`src/rtl/recorrido_max_ctrl.sv`:
```
// Max/argmax sequencer: walks a DEPTH-entry bank in either direction, time-sharing an
// external Comparador (cmp_z = cmp_b >= cmp_a) and reporting the result with busy/done.
module recorrido_max_ctrl #(
    parameter int N     = 8,
    parameter int DEPTH = 8,
    parameter int IDXW  = 3
) (
    input  logic            clk,
    input  logic            reset_L,
    input  logic            wr_en,
    input  logic [IDXW-1:0] wr_addr,
    input  logic [N-1:0]    wr_data,
    input  logic            start,
    input  logic            dir,
    output logic [N-1:0]    cmp_a,
    output logic [N-1:0]    cmp_b,
    input  logic            cmp_z,
    output logic            busy,
    output logic            done,
    output logic [N-1:0]    max_val,
    output logic [IDXW-1:0] max_idx
);

    localparam logic [IDXW-1:0] LAST_IDX = IDXW'(DEPTH - 1);
    localparam logic [IDXW:0]   DEPTH_W  = (IDXW + 1)'(DEPTH);

    typedef enum logic [1:0] {
        S_IDLE,
        S_SCAN,
        S_DONE
    } state_t;

    typedef struct packed {
        logic [N-1:0]    val;
        logic [IDXW-1:0] idx;
    } best_t;

    state_t                     r_state;
    logic [DEPTH-1:0][N-1:0]    r_bank;
    best_t                      r_best;
    best_t                      r_max;
    logic [IDXW-1:0]            r_ptr;
    logic                       r_dir;
    logic                       r_busy;
    logic                       r_done;

    logic                       w_addr_ok;
    logic                       w_wr_ok;
    logic [DEPTH-1:0]           w_wr_hit;
    logic [N-1:0]               w_cand;
    logic [IDXW-1:0]            w_first_idx;
    logic [IDXW-1:0]            w_first_ptr;
    logic [IDXW-1:0]            w_next_ptr;
    logic                       w_last;
    best_t                      w_scan_best;

    // Bank is writable only in IDLE (when not starting) and in DONE; the scan sees a frozen bank.
    assign w_addr_ok = ({1'b0, wr_addr} < DEPTH_W);
    assign w_wr_ok   = wr_en && w_addr_ok &&
                       (((r_state == S_IDLE) && !start) || (r_state == S_DONE));

    genvar gi;
    generate
        for (gi = 0; gi < DEPTH; gi++) begin : g_wr_hit
            assign w_wr_hit[gi] = w_wr_ok && (wr_addr == IDXW'(gi));
        end
    endgenerate

    always_ff @(posedge clk or negedge reset_L) begin
        if (!reset_L) begin
            r_bank <= '0;
        end else begin
            for (int i = 0; i < DEPTH; i++) begin
                if (w_wr_hit[i]) r_bank[i] <= wr_data;
            end
        end
    end

    assign w_cand      = r_bank[r_ptr];
    assign w_first_idx = dir ? LAST_IDX : '0;
    assign w_first_ptr = dir ? (LAST_IDX - IDXW'(1)) : IDXW'(1);
    assign w_next_ptr  = r_dir ? (r_ptr - IDXW'(1)) : (r_ptr + IDXW'(1));
    assign w_last      = r_dir ? (r_ptr == '0) : (r_ptr == LAST_IDX);
    // Equal candidates replace the best, so ties resolve to the later index in scan order.
    assign w_scan_best = cmp_z ? best_t'{val: w_cand, idx: r_ptr} : r_best;

    always_ff @(posedge clk or negedge reset_L) begin
        if (!reset_L) begin
            r_state <= S_IDLE;
            r_best  <= '0;
            r_max   <= '0;
            r_ptr   <= '0;
            r_dir   <= 1'b0;
            r_busy  <= 1'b0;
            r_done  <= 1'b0;
        end else begin
            case (r_state)
                S_IDLE: begin
                    r_done <= 1'b0;
                    if (start) begin
                        r_dir    <= dir;
                        r_best   <= best_t'{val: r_bank[w_first_idx], idx: w_first_idx};
                        r_ptr    <= w_first_ptr;
                        r_busy   <= 1'b1;
                        r_state  <= S_SCAN;
                    end
                end
                S_SCAN: begin
                    r_best <= w_scan_best;
                    if (w_last) begin
                        r_max   <= w_scan_best;
                        r_busy  <= 1'b0;
                        r_done  <= 1'b1;
                        r_state <= S_DONE;
                    end else begin
                        r_ptr <= w_next_ptr;
                    end
                end
                S_DONE: begin
                    r_done  <= 1'b0;
                    r_state <= S_IDLE;
                end
                default: begin
                    r_busy  <= 1'b0;
                    r_done  <= 1'b0;
                    r_state <= S_IDLE;
                end
            endcase
        end
    end

    assign cmp_a   = (r_state == S_SCAN) ? r_best.val : '0;
    assign cmp_b   = (r_state == S_SCAN) ? w_cand     : '0;
    assign busy    = r_busy;
    assign done    = r_done;
    assign max_val = r_max.val;
    assign max_idx = r_max.idx;

endmodule
```
`config.mk`:
```
export PLATFORM = sky130hd
export DESIGN_NAME = recorrido_max_ctrl
export DESIGN_NICKNAME = d
export VERILOG_FILES = /design/src/rtl/recorrido_max_ctrl.sv
export SDC_FILE = /design/constraint.sdc
export NUM_CORES = 1
export LEC_CHECK = 0
export ABC_AREA = 1
export CELL_PAD_IN_SITES_DETAIL_PLACEMENT = 1
export CELL_PAD_IN_SITES_GLOBAL_PLACEMENT = 1
export CORE_ASPECT_RATIO = 0.6
export CORE_MARGIN = 2
export CORE_UTILIZATION = 47
export CTS_CLUSTER_SIZE = 14
export DETAILED_ROUTE_END_ITERATION = 10
export DONT_BUFFER_PORTS = 1
export PLACE_DENSITY = 0.77
export SYNTH_ARGS = -nofsm -noshare
export SYNTH_HDL_FRONTEND = slang
export SYNTH_SLANG_ARGS = --single-unit
```
`constraint.sdc`:
```
create_clock -name clk -period 1.9 [get_ports clk]
set_input_delay 0.38 -clock clk [delete_from_list [all_inputs] [get_ports clk]]
set_output_delay 0.38 -clock clk [all_outputs]
set_load 0.005 [all_outputs]
```
; ---- After elaboration in Yosys (flattened, before gate mapping)
; Cells that the tools add are included.
[word_totals]
ff_bits = 94
word_cells = 81
in_bits = 17
[op_classes]
n_lt_le_gt_ge = 2
addsub = 2
mux = 24
reduce_logical = 22
n_eq_ne = 13
bitwise = 1
[ops]
columns = op, count
row1 = $bmux W8 S3, 2
row2 = $mux W8, 4
row3 = $mux W11, 2
row4 = $pmux W11 S2, 1
row5 = $eq A3 B3 Y1 const B, 5
row6 = $mux W3, 5
row7 = $logic_and A1 B1 Y1, 10
row8 = $lt A3 B4 Y1 const B, 2
row9 = $reduce_and A2 Y1, 4
row10 = $eq A3 B2 Y1 const B, 2
row11 = $logic_not A3 Y1, 2
row12 = $ne A2 B2 Y1 const B, 3
row13 = $pmux W3 S2, 1
row14 = $reduce_and A3 Y1, 2
row15 = $mux W1, 5
row16 = $mux W2, 2
row17 = $pmux W2 S2, 1
row18 = $add A3 B1 Y3 const B, 1
row19 = $eq A3 B1 Y1 const B, 1
row20 = $pmux W1 S3, 1
row21 = $sub A3 B1 Y3 const B, 1
row22 = $eq A2 B1 Y1 const B, 1
row23 = $eq A2 B2 Y1 const B, 1
row24 = $logic_not A2 Y1, 1
row25 = 4 further kinds, 4

; ---- Longest topological paths before layout
[logic_depth]
word_depth = 5
ltp_mapped = 10
mapped_depth_nobuf = 8

; ---- Worst setup path after synthesis
; Ideal clock, no wire load.
[synth_path]
path_kind = reg2reg
start = register r_ptr[0]
end = register r_ptr[2]
setup_ns = 0.076
t_required_ns = 1.824
arrival_time_ns = 1.462
stages_incl_launch_ff = 9
slack_ns = 0.362
cell_sequence = dfrtp_1 > buf_2 > inv_2 > buf_2 > fa_1 > a21o_1 > nand3_1 > nand3_1 > o21ai_1
[synth_via]
elab_chain_len = 4
elab_cells_between_ends = 10
[synth_rtl]
columns = item, line_no
row1 = start: declaration, 42  ; logic [IDXW-1:0] r_ptr;
row2 = start signal: assignment, 103  ; r_ptr <= w_first_ptr;
row3 = start signal: assignment, 116  ; r_ptr <= w_next_ptr;
row4 = $add A3 B1 Y3 (tied with other cells), 82  ; assign w_next_ptr = r_dir ? (r_ptr - IDXW'(1)) : (r_ptr + IDXW'(1));
row5 = $mux W3 / $mux W1 (equally long branches), "82, 83"
row6 = $mux W3 / $ne A2 B2 Y1 (equally long branches), -
row7 = $pmux W3 S2 / $reduce_and A3 Y1 (equally long branches), -
; Several ways; a longest one is shown, not always the timed one. The select of a mux whose other input is x is not followed.
; A chain may end at the register's enable or synchronous reset.

; ---- Final worst setup path
[layout_path]
start = register r_ptr[0]
end = output port cmp_b[4]
[layout_via]
elab_chain_len = 3
[layout_rtl]
columns = item, line_no
row1 = $bmux W8 S3, 79  ; assign w_cand = r_bank[r_ptr];
row2 = $mux W8 (implied by the code), 79
row3 = $mux W8, 133  ; assign cmp_b = (r_state == S_SCAN) ? w_cand : '0;
row4 = end: declaration, 16  ; output logic [N-1:0] cmp_b,
; No other way between the ends. The select of a mux whose other input is x is not followed.

==> results.ini <==
[clock_tree]
cts_tree=done
cts_root_buf=clkbuf_16
ctsHtreeMaxLevel=3
cts_num_sinks=94
clkTransAtPathRegs_ns=0.07
cts_inserted_buffers=9
clk_path_buf_depth=2
clk_latency_ns=0.35

[synth]
synthTopCellsByArea=dfrtp_1, nand2_1, inv_1, nand3_1, o21ai_1
synth.avg_cell_area_um2=7.68
synthesis.area_um2=4940
yosysSeqAreaShare_pct=47.6
synth_top_area_share_pct=47.6
syn-num-nets=662
yosysWarningCount=0
yosysTopAreaCell=dfrtp_1
synthCells=644
yosys_register_bits=94
yosysUniqueCellTypes=24

[floorplanning]
num_rows=28
initial_utilization_pct=49.2
die-area_um2=11400
core_um2=10100
dieWidth_um=136
die_y_um=83.5
num_io_pins=46

[global_route]
grt_pass1_vias=4396
antenna_found_initial=0
grt_max_degree=95
grt_overflow=0
grt_pass1_wl_mm=23.2
track_usage_pct=26.5

[cells_and_area]
synthToLayoutAreaGrowth_pct=8.81
fin_area_um2=5380
n_antenna_cell=0
drive_gt1_share_pct=11.4
finalNetCount=656
utilization_pct=53.5

[routing]
firstDrtPassIters=4
drt-vias-per-instance=5.32
ant_nets=0
drt_drc_violations_left=0
num_vias=4135
wl_mm=13.8
wl_per_cell_um=17.8
drtIter0Drc=196

[sta]
relSlewSlack_pct=67.9
fin_ws_ns=0.0254
setup_tns_ns=0
grt_setup_unrepaired=true
hold_ws_ns=-0.278
drv_slew=0
fmax_mhz=533
worstMarginPinSlew_ns=0.481
fin_crit_sh_pct=98.7
period_minus_slack_ns=1.87
hold_violations=94
clock_skew_ns=0.00797
finalSetupViolCount=0

[placed_design]
placed_area_um2=4990
gp_congestion=0.766
place_hpwl_mm=9.56
dp_slack_ns=0.216
io_buffers=0

[critical_path]
critPathMaxFanout=35
critPathKind=register to output pin
r2r_slack_ns=0.21
worstPathArrival_ns=1.49
cp-end-kind=output pin
cp-start-kind=register
cp_data_required_time_ns=1.52

[status]
violations=negative hold slack
outcome=finished with violations

[pwr]
ir_drop_v=0.000717
leakagePower_nw=2.72
p_per_area_nw_per_um2=1780
power_w=0.00958

[job]
cap_violations=0

[hold_path]
hp-class=input port to async pin

## placed cells by master, fill, tap and decap left out, drive strengths merged
cell,n
clkinvlp,3
o21ai,81
dfrtp,94
buf,10
nor2,30
fa,1
clkbuf,10
inv,109
nand3,69
o22ai,3
a21o,1
and3b,1
a21oi,10
nand2,211
clkinv,1
nand4,8
## state kept, by name, summed over array words and instances, names as in the netlist
register and count:
r_dir 1, busy 1, done 1, max_idx 3, r_state 2, r_bank 64, max_val 8, r_ptr 3
r_best 11
## per-layer routing
layer	GRT usage, %	vias to the layer above	routed length (µm)
li1	-	1996	-
met1	37.9	2060	6790
met2	41.6	72	6390
met3	4.61	7	565
met4	7.01	0	91
met5	0	-	0
## worst max-delay path, cell delays in order (launching register included)
cell	delay (ns)
dfrtp_2	0.45
buf_12	0.19
nand2_1	0.08
nand3_1	0.10
nand3_2	0.10
nand2_2	0.09
nor2_4	0.13
## through the flow
stage	cells	hold WS, ns
after floorplan	644	0.0844
after global placement	759	0.0871
after detailed placement	759	0.0858
after CTS	777	-0.287
after global routing	777	-0.294
final	777	-0.278
## power by group
group	internal, W	switching [W]	total, W
logic	0.00155	0.00295	0.00450
clock network	0.000883	0.000794	0.00168
registers	0.00285	0.000546	0.00340
## final timing paths
| check | cells past startpoint | from | to |
|---|---|---|---|
| hold / removal | 0 | reset_L | r_bank[12] |
| setup reg to reg | 4 | r_state[0] | r_bank[59] |
| min in group clk | 2 | dir | r_dir |
| max in group asynchronous | 0 | reset_L | r_state[1] |
| hold reg to reg | 2 | r_bank[57] | r_bank[57] |
| setup / recovery | 6 | r_ptr[0] | cmp_b[4] |
## layout make-up
type | count | area, µm²
sequential | 94 | 2350
inverter | 108 | 418
clock buffer | 10 | 229
multi-input combinational | 415 | 2050
tap | 135 | 169
fill | 1278 | 4670
clock inverter | 5 | 36.3
timing repair buffer | 10 | 124
## kinds of logic after synthesis
kind of cell	share of synthesized area [%]
and+or+nand+nor	29.5
DFF	47.6
AOI/OAI and AO/OA	10.1
buffers and inverters	12.4
adders and majority gates	0.405
## cell usage after synthesis (all sizes together)
library cell and count:
nand3 69, nand2 211, o22ai 3, a21o 1, a21oi 10, and3b 1
dfrtp 94, inv 108, nor2 30, fa 1, o21ai 81, clkbuf 3
nand4 8, buf 24
## timing repair
action	CTS	global route
cloned	1	0
resized for setup	19	8
pin swaps	5	0
setup buffers	2	0
endpoints found under the hold margin	94	94
endpoints found under the setup margin	8	8
No activity file was read; power rests on OpenSTA's default activity.
